===== src/rtl/serv_trace_pkg.sv =====
// Shared constants for the retirement-trace packer: packet sizes, header bits, record layout.
// SERV_TRACE_TIMESTAMP_EN adds a 16-bit enqueue timestamp to every record and packet.
package serv_trace_pkg;

    localparam logic [7:0] SYNC_DEFAULT = 8'hA5;

    localparam int PKT_LEN_BASE = 14;
    localparam int PKT_LEN_TS   = 16;

    localparam int HDR_TRAP_BIT = 7;
    localparam int HDR_OVF_BIT  = 6;
    localparam int HDR_RD_LSB   = 0;

    // Record layout, LSB upward; rd_wdata is already zeroed for rd_addr==0
    localparam int REC_WDATA_LSB = 0;
    localparam int REC_INSN_LSB  = 32;
    localparam int REC_PC_LSB    = 64;
    localparam int REC_RD_LSB    = 96;
    localparam int REC_OVF_BIT   = 101;
    localparam int REC_TRAP_BIT  = 102;
    localparam int REC_TS_LSB    = 103;
    localparam int REC_W_BASE    = 103;
    localparam int REC_W_TS      = REC_W_BASE + 16;

`ifdef SERV_TRACE_TIMESTAMP_EN
    localparam int PKT_LEN = PKT_LEN_TS;
    localparam int REC_W   = REC_W_TS;
`else
    localparam int PKT_LEN = PKT_LEN_BASE;
    localparam int REC_W   = REC_W_BASE;
`endif

    typedef enum logic [1:0] {
        ST_IDLE = 2'd0,
        ST_SYNC = 2'd1,
        ST_BODY = 2'd2
    } state_t;

endpackage


===== src/rtl/serv_trace_fifo.sv =====
// Generic synchronous FIFO; push when full and pop when empty are ignored.
module serv_trace_fifo #(
    parameter int WIDTH      = 8,
    parameter int DEPTH_LOG2 = 2
) (
    input  logic                  i_clk,
    input  logic                  i_rst,
    input  logic                  i_push,
    input  logic [WIDTH-1:0]      i_wdata,
    input  logic                  i_pop,
    output logic [WIDTH-1:0]      o_rdata,
    output logic                  o_full,
    output logic                  o_empty,
    output logic [DEPTH_LOG2:0]   o_count
);

    localparam int DEPTH = 1 << DEPTH_LOG2;

    logic [WIDTH-1:0]      mem [DEPTH];
    logic [DEPTH_LOG2-1:0] wr_ptr;
    logic [DEPTH_LOG2-1:0] rd_ptr;
    logic [DEPTH_LOG2:0]   count;
    logic                  do_push;
    logic                  do_pop;

    assign o_full  = (count == (DEPTH_LOG2+1)'(DEPTH));
    assign o_empty = (count == '0);
    assign o_count = count;
    assign o_rdata = mem[rd_ptr];

    assign do_push = i_push & ~o_full;
    assign do_pop  = i_pop & ~o_empty;

    always_ff @(posedge i_clk) begin
        if (do_push) begin
            mem[wr_ptr] <= i_wdata;
        end
    end

    // Pointers are exactly DEPTH_LOG2 wide so they wrap modulo depth
    always_ff @(posedge i_clk) begin
        if (i_rst) begin
            wr_ptr <= '0;
            rd_ptr <= '0;
            count  <= '0;
        end else begin
            if (do_push) wr_ptr <= wr_ptr + 1'b1;
            if (do_pop)  rd_ptr <= rd_ptr + 1'b1;
            case ({do_push, do_pop})
                2'b10:   count <= count + 1'b1;
                2'b01:   count <= count - 1'b1;
                default: count <= count;
            endcase
        end
    end

endmodule


===== src/rtl/serv_trace_packer.sv =====
// Buffers retirement records and serialises each as a SYNC-led byte packet on a valid/ready stream.
// SERV_TRACE_TIMESTAMP_EN: adds a free-running 16-bit cycle stamp sent after the header.
//
//  state | meaning
//  IDLE  | no packet in flight, waiting for a buffered record
//  SYNC  | presenting the SYNC byte of the head record's packet
//  BODY  | presenting body byte idx (header, [timestamp], pc, insn, rd_wdata)
module serv_trace_packer
    import serv_trace_pkg::*;
#(
    parameter int         DEPTH_LOG2 = 2,
    parameter logic [7:0] SYNC       = SYNC_DEFAULT
) (
    input  logic        i_clk,
    input  logic        i_rst,
    input  logic        i_valid,
    input  logic [31:0] i_pc,
    input  logic [31:0] i_insn,
    input  logic [4:0]  i_rd_addr,
    input  logic [31:0] i_rd_wdata,
    input  logic        i_trap,
    output logic [7:0]  o_tdata,
    output logic        o_tvalid,
    input  logic        i_tready,
    output logic [7:0]  o_drop_cnt,
    output logic        o_busy
);

    localparam int         BODY_BYTES = PKT_LEN - 1;
    localparam logic [3:0] LAST_IDX   = 4'(PKT_LEN - 2);

    logic [REC_W-1:0]        rec_in;
    logic [REC_W-1:0]        rec_head;
    logic                    fifo_full;
    logic                    fifo_empty;
    logic [DEPTH_LOG2:0]     fifo_count;
    logic                    push;
    logic                    drop;
    logic                    pop;
    logic                    hs;
    logic                    ovf_q;
    logic [7:0]              drop_cnt_q;
    state_t                  state_q;
    state_t                  state_d;
    logic [3:0]              idx_q;
    logic [3:0]              idx_d;
    logic [7:0]              header;
    logic [8*BODY_BYTES-1:0] body;

    // Fullness is the registered count, so a same-cycle pop never rescues a record
    assign push = i_valid & ~fifo_full;
    assign drop = i_valid & fifo_full;
    assign hs   = o_tvalid & i_tready;
    assign pop  = hs & (state_q == ST_BODY) & (idx_q == LAST_IDX);

`ifdef SERV_TRACE_TIMESTAMP_EN
    logic [15:0] ts_q;

    always_ff @(posedge i_clk) begin
        if (i_rst) ts_q <= '0;
        else       ts_q <= ts_q + 16'd1;
    end
`endif

    always_comb begin
        rec_in = '0;
        rec_in[REC_WDATA_LSB +: 32] = (i_rd_addr == 5'd0) ? 32'd0 : i_rd_wdata;
        rec_in[REC_INSN_LSB +: 32]  = i_insn;
        rec_in[REC_PC_LSB +: 32]    = i_pc;
        rec_in[REC_RD_LSB +: 5]     = i_rd_addr;
        rec_in[REC_OVF_BIT]         = ovf_q;
        rec_in[REC_TRAP_BIT]        = i_trap;
`ifdef SERV_TRACE_TIMESTAMP_EN
        rec_in[REC_TS_LSB +: 16]    = ts_q;
`endif
    end

    serv_trace_fifo #(
        .WIDTH      (REC_W),
        .DEPTH_LOG2 (DEPTH_LOG2)
    ) u_fifo (
        .i_clk   (i_clk),
        .i_rst   (i_rst),
        .i_push  (push),
        .i_wdata (rec_in),
        .i_pop   (pop),
        .o_rdata (rec_head),
        .o_full  (fifo_full),
        .o_empty (fifo_empty),
        .o_count (fifo_count)
    );

    always_ff @(posedge i_clk) begin
        if (i_rst) begin
            ovf_q      <= 1'b0;
            drop_cnt_q <= '0;
        end else if (push) begin
            ovf_q <= 1'b0;
        end else if (drop) begin
            ovf_q <= 1'b1;
            if (drop_cnt_q != 8'hFF) drop_cnt_q <= drop_cnt_q + 8'd1;
        end
    end

    assign o_drop_cnt = drop_cnt_q;

    always_comb begin
        header                = '0;
        header[HDR_TRAP_BIT]  = rec_head[REC_TRAP_BIT];
        header[HDR_OVF_BIT]   = rec_head[REC_OVF_BIT];
        header[HDR_RD_LSB +: 5] = rec_head[REC_RD_LSB +: 5];
    end

    assign body = {rec_head[REC_WDATA_LSB +: 32],
                   rec_head[REC_INSN_LSB +: 32],
                   rec_head[REC_PC_LSB +: 32],
`ifdef SERV_TRACE_TIMESTAMP_EN
                   rec_head[REC_TS_LSB +: 16],
`endif
                   header};

    always_ff @(posedge i_clk) begin
        if (i_rst) begin
            state_q <= ST_IDLE;
            idx_q   <= '0;
        end else begin
            state_q <= state_d;
            idx_q   <= idx_d;
        end
    end

    // Count is sampled before the pop, so count>1 means another packet follows with no gap
    always_comb begin
        state_d = state_q;
        idx_d   = idx_q;
        case (state_q)
            ST_IDLE: begin
                if (!fifo_empty) state_d = ST_SYNC;
            end
            ST_SYNC: begin
                if (i_tready) state_d = ST_BODY;
            end
            ST_BODY: begin
                if (i_tready) begin
                    if (idx_q == LAST_IDX) begin
                        idx_d   = '0;
                        state_d = (fifo_count > (DEPTH_LOG2+1)'(1)) ? ST_SYNC : ST_IDLE;
                    end else begin
                        idx_d = idx_q + 4'd1;
                    end
                end
            end
            default: begin
                state_d = ST_IDLE;
                idx_d   = '0;
            end
        endcase
    end

    always_comb begin
        o_tvalid = 1'b0;
        o_tdata  = 8'h00;
        case (state_q)
            ST_SYNC: begin
                o_tvalid = 1'b1;
                o_tdata  = SYNC;
            end
            ST_BODY: begin
                o_tvalid = 1'b1;
                o_tdata  = body[{idx_q, 3'b000} +: 8];
            end
            default: begin
                o_tvalid = 1'b0;
                o_tdata  = 8'h00;
            end
        endcase
    end

    assign o_busy = (state_q != ST_IDLE) | (fifo_count != '0);

endmodule

===== config.mk =====
export PLATFORM = sky130hd
export DESIGN_NAME = serv_trace_packer
export DESIGN_NICKNAME = d
export VERILOG_FILES = /design/src/rtl/serv_trace_pkg.sv /design/src/rtl/serv_trace_fifo.sv /design/src/rtl/serv_trace_packer.sv
export SDC_FILE = /design/constraint.sdc
export NUM_CORES = 1
export LEC_CHECK = 0
export CORE_ASPECT_RATIO = 0.7
export CORE_MARGIN = 2
export CORE_UTILIZATION = 55
export CTS_CLUSTER_SIZE = 30
export DETAILED_ROUTE_END_ITERATION = 8
export GPL_ROUTABILITY_DRIVEN = 0
export GPL_TIMING_DRIVEN = 0
export PLACE_DENSITY = 0.75
export SETUP_SLACK_MARGIN = 0.3
export SYNTH_ARGS = -nofsm -noshare
export SYNTH_HDL_FRONTEND = slang
export SYNTH_SLANG_ARGS = --single-unit

===== constraint.sdc =====
create_clock -name i_clk -period 14.1 [get_ports i_clk]
set_input_delay 3.525 -clock i_clk [delete_from_list [all_inputs] [get_ports i_clk]]
set_output_delay 3.525 -clock i_clk [all_outputs]
set_load 0.01 [all_outputs]

; ---- Yosys cells after proc, flatten, opt, wreduce, memory -nomap -nowiden
; Memory sizes are Yosys's and may differ from the RTL's. A register that Yosys moved wholly into a read port is not among the register bits.
; Index checks and enable logic that the tools add are counted.
[totals]
register_bits = 22
ramBits = 412
inputBits = 106
out_inout_bits = 18
elab_cells = 68
mem_count = 1
[memory_table]
columns = name, words, word_bits, rd, rd_clocked_by_memory_dff, wr, line
row1 = u_fifo.mem, 4, 103, 1, 1, 1, serv_trace_fifo.sv:19  ; logic [WIDTH-1:0] mem [DEPTH];
[classes]
n_addsub = 6
n_lt_le_gt_ge = 1
n_eq_ne = 11
shift = 1
n_mux = 17
n_bitwise = 12
reduce_logical = 12
[ops]
columns = cell, n
row1 = variable part select 104 x 8 -> 8 bit, 1
row2 = two-way mux 32 bit, 1
row3 = case mux 8 bit (2 select lines), 1
row4 = two-way mux 2 bit, 6
row5 = "adder 8 x 1 -> 8 bit, second input constant", 1
row6 = two-way mux 4 bit, 2
row7 = "!= test 8 bit, second input constant", 1
row8 = case mux 4 bit (2 select lines), 1
row9 = bitwise AND 1 bit, 7
row10 = "!= test 2 bit, second input constant", 3
row11 = case mux 2 bit (3 select lines), 1
row12 = case mux 3 bit (2 select lines), 1
row13 = OR reduction 2 bit, 3
row14 = logical NOT 5 bit, 1
row15 = "adder 2 x 1 -> 2 bit, second input constant", 2
row16 = "adder 4 x 1 -> 4 bit, second input constant", 1
row17 = "== test 2 x 1 -> 1 bit, second input constant", 2
row18 = "== test 2 bit, second input constant", 2
row19 = "== test 4 bit, second input constant", 1
row20 = two-way mux 1 bit, 4
row21 = inverter 1 bit, 4
row22 = AND reduction 4 bit, 1
row23 = nonzero test 2 bit, 2
row24 = "adder 3 x 1 -> 3 bit, second input constant", 1
row25 = 10 further kinds, 10

; ---- Depth between registers and ports, before layout
; Gate-level depths: netlist of run 1.
[depth]
depth_word = 9
mapped_depth = 10

; ---- Hierarchy
; From an unflattened synthesis of run 1, not the netlist that was laid out.
[unflattened]
hier_cells = 836
hier_area_um2 = 17420.5
[by_module_without_submodules]
columns = mod, n_inst, cells_per_inst, area_each_um2, seq_area_each_um2
row1 = serv_trace_fifo, 1, 592, 15407.3, 12552.0
row2 = serv_trace_packer, 1, 244, 2013.2, 300.3

; ---- Worst setup path after synthesis of run 1
; No wires, ideal clock.
[synth_timing]
kind = input -> register
startpoint = input i_valid
endpoint = memory u_fifo.mem[0][0] (netlist bit) (enable)
arrival_time_ns = 6.378
t_required_ns = 13.626
slack_ns = 7.248
stages = 2
n_path_buf = 0
path_cell_list = a21boi_1 and2_1
[synth_between]
elab_chain_cells = 4
[synth_rtl]
columns = element, line
row1 = from (decl), serv_trace_packer.sv:16  ; input logic i_valid,
row2 = bitwise AND 1 bit, serv_trace_packer.sv:51  ; assign push = i_valid & ~fifo_full;
row3 = bitwise AND 1 bit, serv_trace_fifo.sv:31  ; assign do_push = i_push & ~o_full;
row4 = two-way mux 1 bit, serv_trace_fifo.sv:35  ; if (do_push) begin
row5 = two-way mux 1 bit (implied by the code), serv_trace_fifo.sv:36  ; mem[wr_ptr] <= i_wdata;
row6 = to (decl), serv_trace_fifo.sv:19
; No other way between the ends.

; ---- Worst setup path in the final report of run 1
[layout_timing]
startpoint = register idx_q[1]
endpoint = output o_tdata[6]
[layout_between]
elab_chain_cells = 2
[layout_rtl]
columns = element, line
row1 = from (decl), serv_trace_packer.sv:45  ; logic [3:0] idx_q;
row2 = from (signal assigned), serv_trace_packer.sv:128  ; idx_q <= idx_d;
row3 = variable part select 104 x 8 -> 8 bit, serv_trace_packer.sv:170  ; o_tdata = body[{idx_q, 3'b000} +: 8];
row4 = case mux 8 bit (2 select lines), serv_trace_packer.sv:163  ; case (state_q)
row5 = to (decl), serv_trace_packer.sv:22  ; output logic [7:0] o_tdata,
; No other way between the ends.

==> flow_summary.yaml, run 1 <==
clock_tree:
  cts_setup_buffers: 0
  postCtsResizedCells: 0
  cts_hold_buffers: 0
  clk_pin_slew_worst_paths_ns: 0.06
  clock_latency_ns: 0.55
  cts_buffer_depth: 3
  htree_num_levels: 2
  clock_sinks: 436
  clockRootBuffer: "clkbuf_16"
  numCtsBuffers: 40
  cts_tree: "done"
routing:
  firstDrtPassIters: 5
  drc_errors: 0
  via_per_inst: 6.03
  num_vias: 9072
  wl_per_cell_um: 25.3
  first_iter_violations: 975
  drtAntennaViolNets: 0
  wl_um: 38100
worst_setup_path:
  crit_fanout: 10
  crit_slowest_cell: "buf_1"
  worst-r2r-setup-slack_ns: 10.73
  crit_path_max_incr_delay_ns: 0.68
  worstPathRequired_ns: 10.57
  r2r-start: "idx_q[1]"
  rr_worst_depth: 9
  crit_type: "reg2out"
  crit_chain: "buf_2, inv_2, buf_1, mux2i_1, a32oi_1, a21oi_1, nor3_1, clkdlybuf4s50_1"
  worstPathArrival_ns: 3.90
  timing.rr.end: "u_fifo.o_count[2]"
  crit_path_start_kind: "flip-flop"
  crit_path_end_kind: "output pin"
floorplan:
  start_util: 0.557
  dieArea_mm2: 0.0329
  io_pins: 124
  die_w_um: 216
  core_mm2: 0.0310
  rows: 54
  die_h_um: 152
power_and_ir_drop:
  vdd_drop_max_mv: 0.0919
  combPwrFrac: 0.103
  p_leak_uw: 0.00657
  finalPower_uw: 2900
  switching_share: 0.229
  clock_power_share: 0.378
  power_frac_seq: 0.519
  p_int_uw: 2240
  p_per_area_mw_per_mm2: 142
  net-switching-power_uw: 664
timing:
  clock.fmax_ghz: 0.135
  hold_viol: 0
  post-route-period-util: 0.526
  fin_tns_setup_ns: 0
  worstMarginPinSlew_ns: 1.03
  final_max_slew_viol_count: 0
  setup_viol: 0
  fin_crit_ns: 7.42
  worst_clock_skew_ns: 0.0289
  rsz0062_at_grt: "false"
  relSlewSlack: 0.310
logic_synthesis:
  ys_types: 46
  yosysTopAreaCellShare: 0.716
  mappedNetlistNets: 1007
  synth.avg_cell_area_um2: 19.5
  ys_seq_area_frac: 0.744
  synthTopCellsByArea: "edfxtp_1 72%, mux4_2 13%, dfxtp_1 2.8%"
  synthesis.area_mm2: 0.0173
  yosysWarnings: 0
  synth_ff_type: "edfxtp_1"
  synth_cells: 885
  synth_edf_count: 412
  synth-async-reset-ratio: 0
  yosys.area.top_type: "edfxtp_1"
  ys_seq_elements: 436
status:
  status: "finished clean"
layout:
  drive_gt1_frac: 0.186
  fin_nets: 1177
  multi_input_area_mm2: 0.00415
  final_area_mm2: 0.0205
  num-fill-cells: 2038
  ff_latch_area_mm2: 0.0129
  final_common_cell: "edfxtp_1"
  mostFrequentLayoutCells: "412 x edfxtp_1, 123 x clkdlybuf4s50_1, 100 x mux4_2"
  syn2layout_area_growth_pct: 18.7
global_routing:
  track_usage: 0.236
  antenna_found_initial: 1
  grt_start_max_net_pins: 59
  grt_pass1_vias: 9185
  grt_first_pass_wirelength_um: 56600
  gr-total-overflow: 0
placement:
  port_buffers: 123
  place_area_mm2: 0.0192
  dp_hpwl_um: 25000
flow_run:
  maxCapViolations: 0
min_path:
  hp-start: "state_q[0]"
  whs_path_depth: 2
  hold_path_class: "reg2reg"
  min_to: "state_q[0]"
[Yosys cell counts, drive strengths merged, types with 2 or more instances]
cell and instances:
clkbuf 13, a22oi 6, nand2 45, o21ai 10
o41ai 2, ha 16, edfxtp 412, or2 2
a311oi 7, o2111ai 2, xnor2 6, nand2b 4
nand4 11, xor2 8, and3 2, nand3 18
nor2b 42, a21oi 21, nor3 6, o22ai 2
a211oi 7, mux2 6, dfxtp 24, mux4 100
buf 31, mux2i 18, and2 4, inv 12
nor2 29, a31oi 3, a32oi 4, or3 3
[cell families after synthesis]
family,after synthesis,synth area share
flops,436,0.744
simple gates,168,0.0486
mux,124,0.145
compound gates,71,0.0278
buf+inv,56,0.0158
fa+ha+maj,16,0.0116
xor+xnor,14,0.00710
[registers in the layout, indices dropped and copies added (netlist names), named ones only]
name            cells
ovf_q               1
o_drop_cnt          8
u_fifo.wr_ptr       2
idx_q               4
state_q             2
u_fifo.mem        412
u_fifo.o_count      3
u_fifo.rd_ptr       2
[metrics by stage]
step                setup slack (ns)  cells  hold slack (ns)   util
floorplan                       7.25    885            0.461      -
CTS                             6.74   1504            0.512  0.661
global route                    6.64   1505            0.550  0.661
detailed placement              7.33   1433            0.501  0.618
finish                          6.68   1505            0.509  0.661
global placement                4.87   1428            0.487  0.613
[power groups by stage]
stage | sequential [uW] | combinational [uW] | clock [uW]
2_1_floorplan | 1530 | 154 | 0
3_3_place_gp | 1540 | 280 | 0
3_5_place_dp | 1530 | 293 | 0
4_1_cts | 1500 | 296 | 1110
5_1_grt | 1510 | 317 | 1160
6_report | 1500 | 299 | 1100
[cell type report]
cell class                      instances  area share
Inverter                               12     0.00220
Sequential cell                       436       0.627
Antenna cell                            1    0.000122
Multi-Input combinational cell        393       0.203
Tap cell                              420      0.0256
Timing Repair Buffer                  128      0.0668
Buffer                                 44      0.0111
Clock inverter                         23      0.0125
Clock buffer                           48      0.0524
[critical path: cells and delay by family, from the launching register on]
family / cells / cell delay [ns]
AO/OA/AOI/OAI: 2 / 0.62
multiplexers: 1 / 0.25
AND/OR/NAND/NOR: 1 / 0.30
flip-flops: 1 / 0.34
buffers and inverters: 4 / 1.85
[routing by layer]
metal	share of wire	vias to the layer above	global-route usage
li1	-	3931	-
met3	0.093	73	0.0547
met5	0	-	0
met4	0.024	0	0.0667
met1	0.42	4611	0.350
met2	0.46	457	0.356
[worst max path at each step]
stage | end | from | slack, ns
floorplan | u_fifo.mem[0][0] | i_valid | 7.25
global placement | u_fifo.mem[0][35] | i_valid | 4.87
detailed placement | o_tdata[6] | idx_q[1] | 7.33
CTS | o_tdata[6] | idx_q[1] | 6.74
global route | o_tdata[6] | idx_q[1] | 6.64
finish | o_tdata[6] | idx_q[1] | 6.68
Note: power is estimated with default switching activity, not from simulation.
==> run 2, diff against run 1 <==
==> constraint.sdc (replaced) <==
create_clock -name i_clk -period 7.3 [get_ports i_clk]
set_input_delay 1.825 -clock i_clk [delete_from_list [all_inputs] [get_ports i_clk]]
set_output_delay 1.825 -clock i_clk [all_outputs]
set_load 0.01 [all_outputs]
==> results of run 2 <==
Same layout as run 1 (identical final DEF). Status: finished clean.
Among the figures that moved: setup slack after placement 7.33 ns -> 2.23 ns; setup slack after layout 6.68 ns -> 1.58 ns; register-to-register setup slack 10.73 ns -> 3.93 ns; total power 2900 uW -> 5600 uW; worst IR drop on VDD 0.0919 mV -> 0.177 mV
==> run 3, diff against run 2 <==
--- a/config.mk
+++ b/config.mk
@@ -7,12 +7,12 @@
 export LEC_CHECK = 0
 export CORE_ASPECT_RATIO = 0.7
 export CORE_MARGIN = 2
-export CORE_UTILIZATION = 55
+export CORE_UTILIZATION = 53
 export CTS_CLUSTER_SIZE = 30
 export DETAILED_ROUTE_END_ITERATION = 8
 export GPL_ROUTABILITY_DRIVEN = 0
 export GPL_TIMING_DRIVEN = 0
-export PLACE_DENSITY = 0.75
+export PLACE_DENSITY = 0.76
 export SETUP_SLACK_MARGIN = 0.3
 export SYNTH_ARGS = -nofsm -noshare
 export SYNTH_HDL_FRONTEND = slang
==> constraint.sdc (replaced) <==
create_clock -name i_clk -period 5.16 [get_ports i_clk]
set_input_delay 1.29 -clock i_clk [delete_from_list [all_inputs] [get_ports i_clk]]
set_output_delay 1.29 -clock i_clk [all_outputs]
set_load 0.01 [all_outputs]
==> flow_summary.yaml, run 3 (synthesized netlist as in run 1, its figures left out) <==
layout:
  fin_nets: 1176
  num-fill-cells: 2185
  syn2layout_area_growth_pct: 18.1
  utilization: 0.633
  diodes: 0
  final_common_cell: "edfxtp_1"
  mostFrequentLayoutCells: "412 x edfxtp_1, 123 x clkdlybuf4s50_1, 100 x mux4_2"
  drive_gt1_frac: 0.185
  largest-register: "u_fifo.mem"
  largest_reg_flops: 412
timing:
  rsz0062_at_grt: "true"
  setup_viol: 0
  hold_viol: 0
  relSlewSlack: 0.365
  worstMarginPinSlew_ns: 0.952
  post-route-period-util: 0.922
  worst_clock_skew_ns: 0.0157
  clock.fmax_ghz: 0.210
  final_max_slew_viol_count: 0
  fin_crit_ns: 4.76
worst_setup_path:
  cp_top_family: "buffers and inverters"
  rr_worst_depth: 9
  worstPathRequired_ns: 3.87
  crit_slowest_cell: "clkdlybuf4s50_1"
  timing.rr.end: "u_fifo.o_count[2]"
  worst-r2r-setup-slack_ns: 2.12
  crit_fanout: 10
  crit_path_end_kind: "output pin"
  crit_path_max_incr_delay_ns: 0.61
  crit_type: "reg2out"
  worstPathArrival_ns: 3.47
  cp.depth: 8
  cp_num_buf_inv: 4
  r2r-start: "idx_q[1]"
  crit_path_start_kind: "flip-flop"
  crit_chain: "buf_2, clkbuf_4, clkbuf_2, nand2_1, a32oi_1, a21oi_1, nor3_1, clkdlybuf4s50_1"
min_path:
  min_to: "o_drop_cnt[7]"
  hp-start: "o_drop_cnt[7]"
  hold_path_class: "reg2reg"
  whs_path_depth: 2
clock_tree:
  clockRootBuffer: "clkbuf_16"
  cts_setup_buffers: 0
  clock_latency_ns: 0.54
  clk_pin_slew_worst_paths_ns: 0.06
  numCtsBuffers: 40
  cts_buffer_depth: 3
  clock_sinks: 436
  cts_hold_buffers: 0
  htree_num_levels: 2
  cts_tree: "done"
placement:
  dp_hpwl_um: 25300
  port_buffers: 123
routing:
  via_per_inst: 6.07
  first_iter_violations: 1075
  wl_per_cell_um: 25.4
  firstDrtPassIters: 5
  drc_errors: 0
  num_vias: 9158
  wl_um: 38400
  drtAntennaViolNets: 0
floorplan:
  core_mm2: 0.0322
  rows: 55
  die_w_um: 220
  dieArea_mm2: 0.0341
  io_pins: 124
  start_util: 0.536
  die_h_um: 155
global_routing:
  grt_pass1_vias: 9131
  grt_first_pass_wirelength_um: 56800
  grt_start_max_net_pins: 61
  track_usage: 0.230
  gr-total-overflow: 0
  antenna_found_initial: 0
flow_run:
  maxCapViolations: 0
status:
  status: "finished clean"
power_and_ir_drop:
  vdd_drop_max_mv: 0.248
  finalPower_uw: 7750
  p_per_area_mw_per_mm2: 380
  p_leak_uw: 0.00653
==> run 3: worst max-delay path by stage <==
stage	start	to	slack, ns
finish	idx_q[1]	o_tdata[1]	0.40
global route	idx_q[1]	o_tdata[1]	0.27
CTS	idx_q[1]	o_tdata[0]	0.32
detailed placement	idx_q[1]	o_tdata[3]	0.67
global placement	i_valid	u_fifo.mem[1][94]	-1.80
floorplan	i_valid	u_fifo.mem[1][0]	0.54
==> run 3: metrics by stage <==
stage / hold slack (ns) / TNS [ns] / std cells / setup WS, ns / cell area, um^2
after floorplan: 0.461 / 0 / 885 / 0.543 / 17300
after global placement: 0.489 / -720.15 / 1435 / -1.80 / 19000
after detailed placement: 0.514 / 0 / 1439 / 0.669 / 19200
after CTS: 0.522 / 0 / 1508 / 0.322 / 20400
after global routing: 0.555 / 0 / 1508 / 0.273 / 20400
final: 0.522 / 0 / 1508 / 0.402 / 20400
==> run 3: report_power, final <==
| group | internal (uW) | leakage (uW) | total [uW] | switching, uW |
|---|---|---|---|---|
| Sequential | 4060 | 0.00398 | 4110 | 53.3 |
| Combinational | 317 | 0.00195 | 818 | 501 |
| Clock | 1610 | 0.000595 | 2820 | 1220 |
| Total | 5990 | 0.00653 | 7750 | 1770 |
==> run 3: worst reg2reg max path, cell delays in order, from the launching register on <==
cell and delay [ns]:
dfxtp_1 0.34, buf_2 0.23, inv_4 0.25, clkbuf_2 0.38, ha_1 0.21, nand3_1 0.13, nor3_1 0.54, ha_1 0.39
or3_1 0.36, a21oi_1 0.13
==> run 3: what timing repair did <==
item,CTS,global route
setup endpoints to repair,5,6
gates cloned,0,0
gates resized for setup,3,9
==> run 3: per-layer routing <==
| metal | vias to the layer above | global-route usage | part of all wire |
|---|---|---|---|
| met5 | - | 0 | 0 |
| met4 | 0 | 0.0626 | 0.021 |
| met3 | 64 | 0.0553 | 0.091 |
| met2 | 449 | 0.346 | 0.46 |
| met1 | 4715 | 0.342 | 0.43 |
| li1 | 3930 | - | - |
==> run 3: layout make-up <==
type                            count  area, um^2  share of cell area
Multi-Input combinational cell    393        4170               0.204
Buffer                             44         239              0.0117
Clock buffer                       55        1080              0.0529
Clock inverter                     14         139             0.00681
Inverter                           12        47.5             0.00233
Timing Repair Buffer              127        1340              0.0658
Tap cell                          427         534              0.0262
Sequential cell                   436       12900               0.630
